## config.mk

```make
export PLATFORM = sky130hd
export DESIGN_NAME = rd_pointer_sync
export DESIGN_NICKNAME = d
export VERILOG_FILES = /design/src/rtl/fifo_pkg.sv /design/src/rtl/gray_2_bin.sv /design/src/rtl/ptr_sync.sv /design/src/rtl/rd_pointer_sync.sv
export SDC_FILE = /design/constraint.sdc
export NUM_CORES = 1
export LEC_CHECK = 0
export ABC_AREA = 1
export CELL_PAD_IN_SITES_DETAIL_PLACEMENT = 1
export CELL_PAD_IN_SITES_GLOBAL_PLACEMENT = 1
export CORE_MARGIN = 2
export CORE_UTILIZATION = 40
export CTS_BUF_LIST = sky130_fd_sc_hd__clkbuf_4 sky130_fd_sc_hd__clkbuf_8 sky130_fd_sc_hd__clkbuf_16
export DETAILED_ROUTE_END_ITERATION = 6
export PLACE_DENSITY_LB_ADDON = 0.1
export SYNTH_ARGS = -nofsm -noshare
export SYNTH_HDL_FRONTEND = slang
export SYNTH_SLANG_ARGS = --single-unit
```

## constraint.sdc

```tcl
create_clock -name r_clk -period 3.65 [get_ports r_clk]
set_input_delay 0.73 -clock r_clk [delete_from_list [all_inputs] [get_ports r_clk]]
set_output_delay 0.73 -clock r_clk [all_outputs]
set_load 0.01 [all_outputs]
```

## src/rtl/fifo_pkg.sv

```systemverilog
`default_nettype none
// +--------------------------------------------------------------------------+
// | Package     : fifo_pkg                                                   |
// | Description : Shared constants and pointer helpers for the async FIFO    |
// |               pointer blocks (default depth, binary-to-gray conversion). |
// | Revision    : 1.0 - initial release                                      |
// +--------------------------------------------------------------------------+
package fifo_pkg;

  // Default number of FIFO entries (power of two).
  localparam int c_default_depth = 128;

  // Widest pointer the helper below handles. Callers zero-extend into it and
  // truncate the result. This is exact because the low bits of
  // (x >> 1) ^ x depend only on the low bits of x plus one zero above them.
  localparam int c_max_ptr_w = 32;

  function automatic logic [c_max_ptr_w-1:0] bin2gray(input logic [c_max_ptr_w-1:0] bin);
    return (bin >> 1) ^ bin;
  endfunction

endpackage
`default_nettype wire

```

## src/rtl/gray_2_bin.sv

```systemverilog
`default_nettype none
// +--------------------------------------------------------------------------+
// | Module      : gray_2_bin                                                 |
// | Description : Combinational gray-to-binary pointer conversion.           |
// |               Each binary bit is the XOR of all gray bits at or above it.|
// | Ports       : i_gray [PTR_SIZE:0]  gray-coded pointer in                 |
// |               o_bin  [PTR_SIZE:0]  binary pointer out                    |
// | Revision    : 1.0 - initial release                                      |
// +--------------------------------------------------------------------------+
module gray_2_bin #(
  parameter int DEPTH    = 128,
  parameter int PTR_SIZE = $clog2(DEPTH)
) (
  input  logic [PTR_SIZE:0] i_gray,
  output logic [PTR_SIZE:0] o_bin
);

  for (genvar i = 0; i <= PTR_SIZE; i++) begin : g_bit
    assign o_bin[i] = ^i_gray[PTR_SIZE:i];
  end

endmodule
`default_nettype wire

```

## src/rtl/ptr_sync.sv

```systemverilog
`default_nettype none
// +--------------------------------------------------------------------------+
// | Module      : ptr_sync                                                   |
// | Description : SYNC_STAGES-deep flop chain carrying a gray pointer across |
// |               a clock boundary. Plain flops only, so a gray value that   |
// |               changes one bit at a time can never resolve to a pointer   |
// |               that was never driven.                                     |
// | Ports       : clk       destination clock                                |
// |               rst       asynchronous active-high reset                   |
// |               i_d       gray pointer from the source domain              |
// |               o_q       last stage (synchronized pointer)                |
// |               o_q_pen   penultimate stage (value o_q loads next edge)    |
// | Revision    : 1.0 - initial release                                      |
// +--------------------------------------------------------------------------+
module ptr_sync #(
  parameter int WIDTH       = 8,
  parameter int SYNC_STAGES = 2
) (
  input  logic             clk,
  input  logic             rst,
  input  logic [WIDTH-1:0] i_d,
  output logic [WIDTH-1:0] o_q,
  output logic [WIDTH-1:0] o_q_pen
);

  logic [WIDTH-1:0] r_wq [SYNC_STAGES];

  always_ff @(posedge clk or posedge rst) begin
    if (rst) begin
      for (int i = 0; i < SYNC_STAGES; i++) begin
        r_wq[i] <= '0;
      end
    end else begin
      r_wq[0] <= i_d;
      for (int i = 1; i < SYNC_STAGES; i++) begin
        r_wq[i] <= r_wq[i-1];
      end
    end
  end

  assign o_q     = r_wq[SYNC_STAGES-1];
  assign o_q_pen = r_wq[SYNC_STAGES-2];

endmodule
`default_nettype wire

```

## src/rtl/rd_pointer_sync.sv

```systemverilog
`default_nettype none
// +--------------------------------------------------------------------------+
// | Module      : rd_pointer_sync                                            |
// | Description : Read-domain pointer manager of the async FIFO. Brings the  |
// |               gray write pointer into r_clk, keeps the binary and gray   |
// |               read pointers and produces registered empty, almost_empty, |
// |               fill level and underflow.                                  |
// | Ports       : r_clk         read-domain clock                            |
// |               r_reset       asynchronous active-high reset               |
// |               rd_en         read request (accepted only when !empty)     |
// |               g_wr_ptr      gray write pointer from the write domain     |
// |               b_rd_ptr      binary read pointer (low bits = address)     |
// |               g_rd_ptr      gray read pointer to the write domain        |
// |               empty         registered empty flag                        |
// |               almost_empty  registered, fill level <= AE_THRESH          |
// |               rd_count      registered fill level, 0..DEPTH              |
// |               underflow     rd_en while empty                            |
// | Revision    : 1.0 - initial release                                      |
// +--------------------------------------------------------------------------+
module rd_pointer_sync
  import fifo_pkg::*;
#(
  parameter int DEPTH       = c_default_depth,
  parameter int PTR_SIZE    = $clog2(DEPTH),
  parameter int SYNC_STAGES = 2,
  parameter int AE_THRESH   = 4
) (
  input  logic              r_clk,
  input  logic              r_reset,
  input  logic              rd_en,
  input  logic [PTR_SIZE:0] g_wr_ptr,
  output logic [PTR_SIZE:0] b_rd_ptr,
  output logic [PTR_SIZE:0] g_rd_ptr,
  output logic              empty,
  output logic              almost_empty,
  output logic [PTR_SIZE:0] rd_count,
  output logic              underflow
);

  localparam int c_ptr_w = PTR_SIZE + 1;

  logic [PTR_SIZE:0] r_b_rd_ptr;
  logic [PTR_SIZE:0] r_g_rd_ptr;
  logic [PTR_SIZE:0] r_rd_count;
  logic              r_empty;
  logic              r_almost_empty;
  logic              r_underflow;

  logic              w_rd_fire;
  logic [PTR_SIZE:0] w_b_rd_next;
  logic [PTR_SIZE:0] w_g_rd_next;
  logic [PTR_SIZE:0] w_wq_pen;
  logic [PTR_SIZE:0] w_b_wr_next;
  logic [PTR_SIZE:0] w_cnt_next;
  logic              w_ae_next;

  // The last stage itself is not consumed: every flag is computed from the
  // value it is about to load, so the flags land in step with it.
  ptr_sync #(
    .WIDTH       (c_ptr_w),
    .SYNC_STAGES (SYNC_STAGES)
  ) u_wr_ptr_sync (
    .clk     (r_clk),
    .rst     (r_reset),
    .i_d     (g_wr_ptr),
    .o_q     (),
    .o_q_pen (w_wq_pen)
  );

  gray_2_bin #(
    .DEPTH    (DEPTH),
    .PTR_SIZE (PTR_SIZE)
  ) u_wr_gray_2_bin (
    .i_gray (w_wq_pen),
    .o_bin  (w_b_wr_next)
  );

  assign w_rd_fire   = rd_en & ~r_empty;
  assign w_b_rd_next = r_b_rd_ptr + c_ptr_w'(w_rd_fire);
  assign w_g_rd_next = c_ptr_w'(bin2gray(c_max_ptr_w'(w_b_rd_next)));

  // Modular difference of next-cycle pointers: a read and a newly arrived
  // write pointer landing on the same edge both fold into one value, so
  // neither event is lost.
  assign w_cnt_next  = w_b_wr_next - w_b_rd_next;
  assign w_ae_next   = (w_cnt_next <= c_ptr_w'(AE_THRESH));

  always_ff @(posedge r_clk or posedge r_reset) begin
    if (r_reset) begin
      r_b_rd_ptr     <= '0;
      r_g_rd_ptr     <= '0;
      r_rd_count     <= '0;
      r_empty        <= 1'b1;
      r_almost_empty <= 1'b1;
      r_underflow    <= 1'b0;
    end else begin
      r_b_rd_ptr     <= w_b_rd_next;
      r_g_rd_ptr     <= w_g_rd_next;
      r_rd_count     <= w_cnt_next;
      r_empty        <= (w_cnt_next == '0);
      r_almost_empty <= w_ae_next;
      r_underflow    <= rd_en & r_empty;
    end
  end

  assign b_rd_ptr     = r_b_rd_ptr;
  assign g_rd_ptr     = r_g_rd_ptr;
  assign rd_count     = r_rd_count;
  assign empty        = r_empty;
  assign almost_empty = r_almost_empty;
  assign underflow    = r_underflow;

endmodule
`default_nettype wire

```

Word level (Yosys, flattened, before mapping)
Cells that the tools add are included.
{"block": "op_classes", "add_sub_neg": 2, "magnitude_cmp": 1, "bitwise_logic": 4, "n_reduce_logical": 8}
{"op": "$add 8x1->8", "count": 1}
{"op": "$le 8x3->1 const B", "count": 1}
{"op": "$logic_not 8->1", "count": 1}
{"op": "$reduce_xor 8->1", "count": 1}
{"op": "$sub 8x8->8", "count": 1}
{"op": "$xor 7x8->8", "count": 1}
{"op": "$reduce_xor 7->1", "count": 1}
{"op": "$reduce_xor 6->1", "count": 1}
{"op": "$reduce_xor 5->1", "count": 1}
{"op": "$reduce_xor 4->1", "count": 1}
{"op": "$reduce_xor 3->1", "count": 1}
{"op": "$and 1x1->1", "count": 2}
{"op": "$reduce_xor 2->1", "count": 1}
{"op": "$not 1->1", "count": 1}
{"block": "totals", "ff_bits": 35, "inputBits": 11, "out_inout_bits": 27, "wordCells": 22}

Longest topological paths before layout
Gate-level depths: netlist of the first run.
{"block": "depth", "ltp_word": 5, "depth_mapped": 18, "ltp_nobuf": 18}

Cells and area by module
Synthesis of the first run repeated with hierarchy kept, for this count alone.
{"block": "hier_totals", "cells_unflattened": 247, "hier_area_um2": 2065.7}
{"mod": "rd_pointer_sync", "instances": 1, "cells_per_inst": 159, "area_per_inst_um2": 1346.3, "seq_area_each_um2": 653.1}
{"mod": "ptr_sync", "instances": 1, "cells_per_inst": 17, "area_per_inst_um2": 404.1, "seq_area_each_um2": 400.4}
{"mod": "gray_2_bin", "instances": 1, "cells_per_inst": 71, "area_per_inst_um2": 315.3, "seq_area_each_um2": 0.0}

Worst setup path after synthesis of the first run
OpenSTA, ideal clock, no wires.
{"block": "synth_timing", "kind": "input -> register", "startpoint": "in rd_en", "endpoint": "reg r_almost_empty, in the netlist almost_empty", "setup_ps": 82, "arrival_ps": 2587, "required_ps": 3568, "slack_ps": 982, "cell_stages": 16, "n_path_buf": 0, "path_cell_list": "inv_1 > nor2_1 > ha_1 > nand2_2 > nor2_2 > nand3_1 > xor2_1 > ha_1 > nand2_1 > nand3b_1 > nand2_1 > inv_1 > nand3_1 > nand2_1 > nand3_1 > nor3_1"}
{"block": "synth_via", "elab_chain_cells": 4}
{"item": "from (decl)", "line": "rd_pointer_sync.sv:30", "text": "input logic rd_en,"}
{"item": "$and 1x1->1", "line": "rd_pointer_sync.sv:78", "text": "assign w_rd_fire = rd_en & ~r_empty;"}
{"item": "$add 8x1->8", "line": "rd_pointer_sync.sv:79", "text": "assign w_b_rd_next = r_b_rd_ptr + c_ptr_w'(w_rd_fire);"}
{"item": "$sub 8x8->8", "line": "rd_pointer_sync.sv:85", "text": "assign w_cnt_next = w_b_wr_next - w_b_rd_next;"}
{"item": "$le 8x3->1", "line": "rd_pointer_sync.sv:86", "text": "assign w_ae_next = (w_cnt_next <= c_ptr_w'(AE_THRESH));"}
{"item": "named net w_ae_next", "line": "rd_pointer_sync.sv:55", "text": "logic w_ae_next;"}
{"item": "to (signal assigned)", "line": "rd_pointer_sync.sv:101", "text": "r_almost_empty <= w_ae_next;"}
{"item": "to (decl)", "line": "rd_pointer_sync.sv:46", "text": "logic r_almost_empty;"}
The timed path passes the listed nets, and every way through them passes these cells.

Worst setup path in the final report of the first run
{"block": "layout_timing", "startpoint": "in rd_en", "endpoint": "reg r_almost_empty, in the netlist almost_empty"}
{"block": "layout_via", "elab_chain_cells": 4}
{"item": "$and 1x1->1", "line": "rd_pointer_sync.sv:78"}
{"item": "$add 8x1->8", "line": "rd_pointer_sync.sv:79"}
{"item": "named net w_b_rd_next[5]", "line": "rd_pointer_sync.sv:50", "text": "logic [PTR_SIZE:0] w_b_rd_next;"}
{"item": "$sub 8x8->8", "line": "rd_pointer_sync.sv:85"}
{"item": "$le 8x3->1", "line": "rd_pointer_sync.sv:86"}
{"item": "named net w_ae_next", "line": "rd_pointer_sync.sv:55"}
The timed path passes the listed nets, and every way through them passes these cells.

==> summary by stage, run 1 <==
Critical path
The critical path class is input port to flip-flop. The cell repeated most along the worst path is nor2_1. The slowest cell on the critical path is clkdlybuf4s50_1. STA classifies the critical path endpoint as a flip-flop.

The delay of the slowest cell on the worst path is 0.49 ns. The signal on the critical path passes through clkdlybuf4s50_1, inv_1, nor2_1, ha_1, nand3_1, nor2_1, nor2_1, nor2_1, inv_1, ha_1, inv_1, o21bai_1, a21oi_2, nand2_1, nand2_1, nand3_1, nor3_1. The kind of start point of the critical path is an input port. Data on the critical path is required at its endpoint by 3.86 ns. For the worst setup path, the data arrival time is 3.38 ns. Of all nets on the critical path, the largest fanout is 3.

Cells and area
The final net count is 270. The area growth from synthesis to layout is 30.9%. In the final layout, the share of cells above drive strength 1 is 13.9%.

The number of inserted diodes is 0. The post-layout utilization of the core is 54.1%.

GRT
Entering global routing, the biggest net connects 35 pins. Global routing used 17.1% of the available tracks across all layers. The initial antenna violation count was 0. The first global-routing pass estimated 6690 microns of wire. The global-route congestion overflow total is 0. The via count of the first global-routing pass is 1524.

Routing
In the final routed layout, each cell accounts on average for 12.6 microns. The number of DRC markers after the initial detailed-route iteration is 19. The count of antenna-violating nets left after detailed routing is 0.

The overall routed net length is 3840 microns. The iteration count of the initial detailed-routing pass is 4. In the routed design, unresolved DRC markers number 0. Summing over every cut layer, the via total after detailed routing is 1417. Using the TritonRoute via totals, the vias-per-cell ratio works out to 4.66.

Flow run
The number of violations of the max-capacitance limit is 0.

CTS
TritonCTS built the clock tree. The number of hold buffers added after CTS is 0. The register clock-pin slew on the reported worst setup and hold paths is 0.07 ns. The maximum clock insertion buffer count is 2. Once the clock tree was built, the resizer swapped 0 gates to a different size. Clock tree synthesis selected as its root buffer the cell clkbuf_8. The number of buffers created by CTS is 5.

The CTS sink count is 34. The number of setup buffers added after CTS is 0. The deepest level of the CTS H-tree is 2. For the worst-skew pair, the clock arrives at the later sink with an insertion delay of 0.29 ns.

Synthesis
The net count after synthesis is 223. The area of the mapped netlist is 1800 sq um. The synthesized design devotes to its leading area cell type 44.5% of total area. The largest area contributor in the netlist is dfrtp_1. The post-synthesis average cell area is 8.82 sq um. The number of different library cells used by synthesis comes to 25. The share of the Yosys chip area taken by registers is 47.4%.

Synthesis inferred 34 register bits. Sorting the synthesized cells by area gives the leading types as dfrtp_1 45%, nand2_1 12%, xor2_1 8.3%, inv_1 6.7%, ha_1 4.9%. The gate count after technology mapping is 204. For this run, the number of Yosys warnings is 0.

Die
Measured along the x axis, the die boundary spans 71.1 microns. The number of placement rows is 24. During I/O placement, the number of pins put on the boundary was 38. The floorplan step defined a core boundary enclosing 4350 sq um. The overall die area is 5050 sq um. The floorplan step set the die height to 71.1 microns.

Once the floorplan was initialized, standard cells occupied 41.3% of the core.

Placement
The HPWL after detailed placement is 3180 microns. The post-placement setup slack is 0.169 ns. Port buffering added 37 buffers.

At the end of routability-driven placement, the weighted congestion stood at 0.891.

STA
The maximum clock frequency is 0.316 GHz. Setup repair after global routing left no endpoint under its margin. The hold violation count in the final report is 0. Of the available clock period, the critical path in the final layout requires 86.8%. The remaining max-slew budget at the tightest pin is 72.2%. The final critical-path setup slack is 0.481 ns. On the final layout, the worst clock skew is 0.00383 ns. Setup violations remaining at the end of the flow were counted as 0. The max-slew violation count is 0. The time the final worst path needs with I/O delays and setup is 3.17 ns. After routing, the total negative slack on setup checks comes to 0 ns. At the pin with the least slew margin, the transition time is 0.417 ns.

Power
The ratio of total power to cell area is 893 nW/um^2. The sum of internal, switching and leakage power is 2.10 mW. The worst-case IR drop observed on VDD is 0.293 mV. In this run the static leakage power is 1.22 nW.

Run status
The flow ran to the end, and the final reports show no timing, DRC or antenna violations.

Hold path
The tightest min-delay check is of the flip-flop to flip-flop type.
## kinds of logic (layout without fill, tap and decap cells)
logic type | after synthesis | count (layout) | share of synthesized area, %
AO/OA/AOI/OAI | 6 | 6 | 2.23
XOR/XNOR | 23 | 23 | 12.0
adder cells (fa/ha/maj) | 8 | 8 | 5.98
buffers and inverters | 37 | 85 | 7.93
flip-flops | 34 | 34 | 47.4
AND/OR/NAND/NOR | 96 | 96 | 24.4
## area by class of cell
class,instances,area (sq um)
fill,529,2000
sequential,34,853
multi-input combinational,133,803
timing repair buffer,41,400
inverter,36,135
clock buffer,8,97.6
tap,52,65.1
## worst max-delay path, delay by kind of cell
family	cells	cell delay, ns
AND/OR/NAND/NOR	9	1.05
adder cells (fa/ha/maj)	2	0.53
AO/OA/AOI/OAI	2	0.28
buffers and inverters	4	0.78
## report_power, final
part / switching (mW) / internal [mW]
registers: 0.0778 / 0.525
clock network: 0.135 / 0.169
logic: 0.656 / 0.540
## state kept, by name, indices dropped and copies added (netlist names)
signal                 count
b_rd_ptr                   8
rd_count                   8
u_wr_ptr_sync.o_q_pen      8
g_rd_ptr                   7
almost_empty               1
empty                      1
underflow                  1
## routing by layer
metal	GRT usage, %	up-vias	part of all wire [%]	routed length (microns)
met3	4.70	6	4.2	161
met1	19.7	674	43	1650
li1	-	709	-	-
met5	0	-	0	0
met2	31.0	28	52	1980
met4	5.03	0	1.4	53
## cells in the mapped netlist, drive strengths merged
| cell | number |
|---|---|
| a21oi | 2 |
| buf | 1 |
| dfrtp | 32 |
| dfstp | 2 |
| fa | 1 |
| ha | 7 |
| inv | 36 |
| nand2 | 64 |
| nand3 | 19 |
| nand3b | 1 |
| nor2 | 9 |
| nor3 | 3 |
| o21ai | 3 |
| o21bai | 1 |
| xnor2 | 6 |
| xor2 | 17 |
## through the flow
step / hold slack, ns / area [sq um] / instances
global placement: 0.498 / 2260 / 296
finish: 0.499 / 2350 / 304
detailed placement: 0.498 / 2260 / 296
floorplan: 0.488 / 1800 / 204
CTS: 0.502 / 2350 / 304
global route: 0.525 / 2350 / 304
## path summary, 6_finish.rpt
kind                                                    start                      to  slack (ns)  depth (start not counted)
max in group asynchronous                             r_reset         empty$_DFF_PP1_        2.48                          3
min in group asynchronous                             r_reset     underflow$_DFF_PP0_        0.85                          3
max reg2reg                u_wr_ptr_sync.o_q_pen[6]$_DFF_PP0_  almost_empty$_DFF_PP1_        0.86                         14
max                                                     rd_en  almost_empty$_DFF_PP1_        0.48                         17
min reg2reg                                   empty$_DFF_PP1_     underflow$_DFF_PP0_        0.50                          2
min                                           empty$_DFF_PP1_     underflow$_DFF_PP0_        0.50                          2
## cell usage in the layout, fill, tap and decap left out
cell / n
a21oi_1: 1
a21oi_2: 1
buf_4: 4
clkbuf_4: 2
clkbuf_8: 6
clkdlybuf4s50_1: 37
dfrtp_1: 32
dfstp_2: 2
fa_1: 1
ha_1: 7
inv_1: 32
inv_2: 4
nand2_1: 57
nand2_2: 6
nand2_4: 1
nand3_1: 16
nand3_2: 3
nand3b_1: 1
nor2_1: 7
nor2_2: 2
nor3_1: 2
nor3_2: 1
o21ai_0: 2
o21ai_2: 1
o21bai_1: 1
xnor2_1: 4
xnor2_2: 2
xor2_1: 17
Power figures use the tool's default switching activity.
==> run 2, diff against run 1 <==
--- a/config.mk
+++ b/config.mk
@@ -9,10 +9,11 @@
 export CELL_PAD_IN_SITES_DETAIL_PLACEMENT = 1
 export CELL_PAD_IN_SITES_GLOBAL_PLACEMENT = 1
 export CORE_MARGIN = 2
-export CORE_UTILIZATION = 40
+export CORE_UTILIZATION = 42
 export CTS_BUF_LIST = sky130_fd_sc_hd__clkbuf_4 sky130_fd_sc_hd__clkbuf_8 sky130_fd_sc_hd__clkbuf_16
 export DETAILED_ROUTE_END_ITERATION = 6
 export PLACE_DENSITY_LB_ADDON = 0.1
 export SYNTH_ARGS = -nofsm -noshare
 export SYNTH_HDL_FRONTEND = slang
+export SYNTH_HIERARCHICAL = 1
 export SYNTH_SLANG_ARGS = --single-unit
==> run 2 against run 1 <==
Compared with the run above: fmax increased by 0.58%; critical path type unchanged; largest power group unchanged; clock power decreased by 2%; sequential power increased by 0.8%; cell count increased by 11%; flip-flop and latch count unchanged; worst hold slack improved by 0.0043 ns.
==> summary by stage, run 2 <==
Critical path
For the worst setup path, the data arrival time is 3.38 ns. The worst setup path is captured at a flip-flop. The critical path goes through clkdlybuf4s50_1, inv_1, nor2_1, ha_1, nand3_2, nor2_1, nor2_1, nor2_1, inv_1, ha_1, inv_1, nor2_1, nor2_1, nand3_1, nand2_1, nand3_1, nor2_1. The slowest cell on the critical path is clkdlybuf4s50_1. The critical path class is input port to flip-flop. The most numerous cell type found on the critical path is nor2_1. STA classifies the critical path startpoint as an input port. The number of buffers and inverters on the critical path is 4. The kind of cell adding the most delay to the critical path is simple AND/OR/NAND/NOR gates. At the worst endpoint, the required time is 3.88 ns. The delay of the slowest cell on the worst path is 0.47 ns. The largest fanout of any net on the critical path is 4.

Synthesis
In this run the mean area of a mapped cell was 7.81 sq um. The area of the mapped netlist is 1870 sq um. Synthesis produced a netlist with a net count of 257.

For this run, the number of Yosys warnings is 6. Synthesis produced 239 cells.

Cells and area
The repair_antennas step left the layout with diodes totalling 0. After filler insertion, the fill cell instance count of the layout stands at 549. From synthesis to final layout, the design area changed by 28.4%. The final net count is 301. Of the cells placed in the final design, the portion with a size suffix greater than 1 is 11.3%.

Leaving out filler cells and counting taps, the final layout contains 336. Summing all multi-input logic gate instances after layout gives 842 sq um. Leaving out fill and tap cells, the most frequent cell in the layout is nand2_1. The top cell types in the final layout, fill and taps aside, are 85 x nand2_1, 37 x clkdlybuf4s50_1, 35 x inv_1.

The footprint of the flip-flops and latches is 853 sq um. Once layout is done, the placed cells without fillers occupy 2400 sq um.

CTS
The number of setup buffers added after CTS is 0. The maximum clock insertion buffer count is 2. The register clock-pin slew on the reported worst setup and hold paths is 0.07 ns. The tree is rooted in a clkbuf_8. The number of buffers created by CTS is 5. In this run the number of H-tree levels came out at 2.

At the later pin of the worst-skew pair, clock insertion delay measures 0.29 ns. Post-CTS repair changed the size of 0 cells. For this design, the sink count on the clock tree is 34. TritonCTS built the clock tree. The number of hold buffers added after CTS was 0.

Placement
The placed instance count is 328. Routability-driven placement finished with a final weighted congestion of 0.802. The HPWL after detailed placement is 3490 microns. Once placement finished, the instance area stood at 2300 sq um. The quantity of I/O buffers inserted on ports is 37.

Routing
After detailed routing, the number of remaining DRC violations is 0. The final layout contains routed wiring with a total length of 4350 microns. The per-cell routed wire length is 12.9 microns. Once detail routing completed, the nets flagged for antenna violations numbered 0.

The detail-routed via count per cell is 4.81. For this block, the initial DRC count from the detailed router was 71. The via count is 1615.

Before antenna repair, the detailed router went through 4 iterations.

Die
The core footprint is 4320 sq um. The number of placement rows is 24. From bottom edge to top edge, the die measures 70.6 microns. The floorplan step defined a die boundary enclosing 4990 sq um. The initial core utilization is 43.1%. The horizontal extent of the die is 70.6 microns. The I/O pin count is 38.

Power
The design draws 1.95 mW. The highest ir drop seen on vdd is 0.255 mV. The analysis attributes to cell leakage a power of 1.30 nW. Power spread over the standard cell area amounts to 816 nW/um^2.

Run status
The run finished with clean final reports.

STA
The final worst clock skew is 0.00483 ns. Setup repair after global routing left no endpoint under its margin. The final clock period utilization by the worst path is 86.3%. Derived from the worst setup path, the maximum achievable clock frequency is 0.317 GHz. The hold violation count in the final report was 0. For the pin with the worst max-slew slack, the measured transition is 1.04 ns. Setup total negative slack on the finished layout was measured at 0 ns. The max-slew violation count came to 0. Headroom to the max-slew limit came out at 30.7%. Setup violations remaining at the end of the flow were counted as 0.

Hold timing on the final database bottoms out at a slack of 0.503 ns. Subtracting the final worst setup slack from the clock period gives 3.15 ns.

Flow run
The number of violations of the max-capacitance limit is 0.

Hold path
The type of the worst min-delay path is flip-flop to flip-flop.

GRT
The first global-routing pass estimated 7710 microns of wire. The pin count of the biggest net entering global routing is 27. The via count of the first global-routing pass came to 1758. The overall fraction of global-route tracks in use is 19.7%. For this run the aggregate overflow at the end of global routing stands at 0. The initial antenna violation count is 0.
[run 2: per-stage QoR]
step / utilization (%) / setup WS [ns]
2_1_floorplan: - / 0.988
3_3_place_gp: 53.2 / 0.360
3_5_place_dp: 53.2 / 0.270
4_1_cts: 55.4 / 0.487
5_1_grt: 55.4 / 0.193
6_report: 55.4 / 0.499
[run 2: final cells by class]
class	count	area share (%)
Timing Repair Buffer	39	16.1
Inverter	41	6.48
Sequential cell	34	35.6
Clock inverter	1	0.209
Multi-Input combinational cell	162	35.1
Clock buffer	7	3.76
Tap cell	52	2.72
[run 2: tightest hold or removal path, cell delays in order, from the launching register on]
cell     delay (ns)
dfstp_2        0.39
nand2_1        0.05
inv_1          0.03
[run 2: worst paths after layout]
kind | from | to | cells after the start | slack [ns]
setup / recovery | rd_en | almost_empty$_DFF_PP1_ | 17 | 0.50
min in group asynchronous | r_reset | u_wr_ptr_sync/o_q_pen[7]$_DFF_PP0_ | 2 | 0.69
setup reg to reg | empty$_DFF_PP1_ | almost_empty$_DFF_PP1_ | 15 | 1.05
hold reg to reg | empty$_DFF_PP1_ | underflow$_DFF_PP0_ | 2 | 0.50
hold / removal | empty$_DFF_PP1_ | underflow$_DFF_PP0_ | 2 | 0.50
max in group asynchronous | r_reset | b_rd_ptr[1]$_DFF_PP0_ | 2 | 2.00
[run 2: power breakdown]
group | total, mW | switching, mW | internal (mW)
registers | 0.608 | 0.0897 | 0.518
clock network | 0.298 | 0.138 | 0.160
logic | 1.05 | 0.572 | 0.477
[run 2: layer usage]
metal | vias up | GRT usage, % | part of all wire [%]
met4 | 0 | 6.29 | 1.5
met2 | 31 | 37.3 | 54
li1 | 813 | - | -
met1 | 765 | 21.7 | 41
met3 | 6 | 4.70 | 3.4
met5 | - | 0 | 0
==> run 3, diff against run 2 <==
--- a/config.mk
+++ b/config.mk
@@ -12,7 +12,8 @@
 export CORE_UTILIZATION = 42
 export CTS_BUF_LIST = sky130_fd_sc_hd__clkbuf_4 sky130_fd_sc_hd__clkbuf_8 sky130_fd_sc_hd__clkbuf_16
 export DETAILED_ROUTE_END_ITERATION = 6
-export PLACE_DENSITY_LB_ADDON = 0.1
+export GPL_TIMING_DRIVEN = 0
+export PLACE_DENSITY_LB_ADDON = 0.15
 export SYNTH_ARGS = -nofsm -noshare
 export SYNTH_HDL_FRONTEND = slang
 export SYNTH_HIERARCHICAL = 1
==> run 3 against run 2 <==
Compared with the run above: fmax down 4.7%; first-iteration DRC count fell by 7.0%; cell count stayed put; die area unchanged; combinational power barely moved; critical path type unchanged; largest cell class unchanged.
==> summary by stage, run 3 (synthesized netlist as in run 2, its figures left out) <==
CTS
CTS placed an instance of clkbuf_8 at the clock tree root. Clock-pin slew was measured on the worst setup and hold paths at 0.07 ns. The clock reaches the later pin of the worst-skew pair after 0.30 ns.

The total of cells resized after clock tree synthesis is 0. Clock tree synthesis inserted a total of 5 buffers. The number of hold buffers added after CTS is 0. TritonCTS built the clock tree. The maximum clock insertion buffer count is 2. The H-tree was split into 2 levels. The number of setup buffers added after CTS is 0. The CTS sink count is 34.

Cells and area
The net count of the finished layout is 301. In the layout the commonest cells are 85 x nand2_1, 37 x clkdlybuf4s50_1, 35 x inv_1. The filler cells instantiated in the layout total 544.

0 antenna diodes ended up in the layout. The area growth from synthesis to layout is 28.4%. The fraction of layout instances using a drive strength above 1 is 11.3%. The library cell used most frequently in the layout, excluding fill and tap cells, is nand2_1.

Critical path
The destination of the worst register-to-register timing path is empty$_DFF_PP1_. The slowest cell on the critical path is clkdlybuf4s50_1. The signal on the critical path passes through clkdlybuf4s50_1, inv_1, nor2_1, ha_1, xor2_1, inv_1, ha_1, a21o_1, nand2_1, nand2_1, nand2_1, nand2_1, nand3_1, nand3_1, nand2_1, nand3_1, nor2_1. For the worst setup path, the data required time is 3.87 ns.

The length in cells of the worst reg-to-reg path is 15. The critical path in this run is classified as input port to flip-flop. In this design, the stage delay of the slowest critical-path cell is 0.48 ns.

The critical path contains buffers and inverters numbering 3 combined. Counting buffers and inverters, the worst setup path is 17 cells deep. For the worst setup path, the data arrival time is 3.52 ns. The worst setup path is captured at a flip-flop. Among cell families on the critical path, the largest total delay comes from simple AND/OR/NAND/NOR gates. Counting stages on the worst path, the most repeated cell is nand2_1. Along the worst path, the maximum fanout reaches 4. The startpoint of the worst setup timing path is rd_en.

The startpoint of the most critical register-to-register path is empty$_DFF_PP1_. The kind of start point of the critical path is an input port. In this run the register-to-register setup slack is 0.87 ns.

Power
The clock network burns 15.6% of the power. Across the VDD grid, the largest voltage drop is 0.225 mV. Of the total power, combinational logic draws 53.0%.

Sequential cells account for 31.4% of the total power. The internal power contribution is 1.14 mW. Summing internal, switching and leakage power gives 1.92 mW. The leakage component of the power is 1.30 nW. For this design the total switching power over the nets is 0.782 mW.

Net switching is 40.6% of the power. For this design the ratio of total power to cell area is 803 nW/um^2.

Routing
The number of DRC markers after the initial detailed-route iteration is 66. In the routed design, unresolved DRC markers number 0. The iteration count of the initial detailed-routing pass is 4. The detail-routed via count per cell is 4.73. After detailed routing, the total wire length is 4050 microns. The count of nets left with antenna violations once routing finished came out at 0. The per-cell routed wire length is 12.1 microns.

The via count is 1589.

STA
For the finished layout, the period the worst path requires is 3.31 ns. The remaining max-slew budget at the tightest pin is 32.1%. The hold violation count in the final report is 0. The final clock period utilization by the worst path is 90.6%. At the pin with the least slew margin, the transition time is 1.02 ns.

The setup-violating endpoint count in the final report is 0. The maximum clock frequency is 0.302 GHz. Across the routed clock network, the largest skew measured is 0.0115 ns. The worst hold margin is 0.482 ns. The max-slew violation count was 0. In the final timing run, aggregate negative setup slack is 0 ns. Setup repair after global routing left no endpoint under its margin.

Placement
The quantity of I/O buffers inserted on ports is 37. The congestion estimate from routability-driven global placement came to 0.762. Summed over all nets, the half-perimeter wirelength after detailed placement is 3370 microns.

Die
The core footprint is 4320 sq um. The I/O pin count is 38. Once the floorplan was initialized, standard cells occupied 43.1% of the core. The number of placement rows is 24.

The die is 70.6 microns wide. From bottom edge to top edge, the die measures 70.6 microns. The floorplan step defined a die boundary enclosing 4990 sq um.

GRT
In the global route stage, met1 resource usage came out at 20.5%. The initial antenna violation count came to 0. The wire length of the first global-routing pass is 7250 microns. In the global route stage, met2 resource usage came out at 34.4%. The global-route congestion overflow total is 0. The global-route layer with the greatest usage is met2. Entering global routing, the biggest net connects 27 pins. The via count of the first global-routing pass is 1682.

Global routing consumed, on the met3 layer, 5.13% of the routing resources. The overall fraction of global-route tracks in use is 18.7%.

Hold path
The worst hold path belongs to the class flip-flop to flip-flop. The worst hold path cell count is 2. The start point of the worst hold path is empty$_DFF_PP1_. The terminating pin of the worst hold path is underflow$_DFF_PP0_.

Run status
The run finished with clean final reports.

Flow run
The number of violations of the max-capacitance limit is 0.
[run 3: cell counts in the layout (fill, tap and decap cells not counted)]
No cell type changed its count.
[run 3: metrics by stage]
stage	util (%)	cell area, sq um	std cells	worst slack (ns)
2_1_floorplan	-	1870	239	0.988
3_3_place_gp	53.2	2300	328	0.114
3_5_place_dp	53.2	2300	328	0.0187
4_1_cts	55.4	2400	336	0.324
5_1_grt	55.4	2400	336	0.0202
6_report	55.4	2400	336	0.344
[run 3: final cells by class]
| type | count | area, sq um | area share (%) |
|---|---|---|---|
| clock buffer | 7 | 90.1 | 3.76 |
| buffer | 2 | 15.0 | 0.627 |
| sequential | 34 | 853 | 35.6 |
| multi-input combinational | 162 | 842 | 35.1 |
| inverter | 41 | 155 | 6.48 |
| tap | 52 | 65.1 | 2.72 |
| clock inverter | 1 | 5.00 | 0.209 |
| timing repair buffer | 37 | 370 | 15.5 |
[run 3: how the worst max path moves through the flow]
stage | endpoint | slack, ns
floorplan | almost_empty$_DFF_PP1_ | 0.99
global placement | empty$_DFF_PP1_ | 0.11
detailed placement | empty$_DFF_PP1_ | 0.02
CTS | empty$_DFF_PP1_ | 0.32
global route | empty$_DFF_PP1_ | 0.02
finish | empty$_DFF_PP1_ | 0.34
[run 3: power groups by stage]
stage	sequential, mW	clock [mW]	combinational, mW
after floorplan	0.665	0	0.559
after global placement	0.602	0	0.992
after detailed placement	0.615	0	1.04
after CTS	0.607	0.309	1.04
after global routing	0.622	0.325	1.15
final	0.604	0.300	1.02
[run 3: tightest hold or removal path: cells and delay by family (launching register included)]
family / cells / cell delay (ns)
flops: 1 / 0.37
simple gates: 1 / 0.05
buf+inv: 1 / 0.03
[run 3: layer usage]
metal  up-vias  part of all wire (%)  routed length, microns
met3         6                   3.3                     135
met4         0                   1.8                      72
li1        812                     -                       -
met5         -                     0                       0
met1       742                    43                    1730
met2        29                    52                    2120
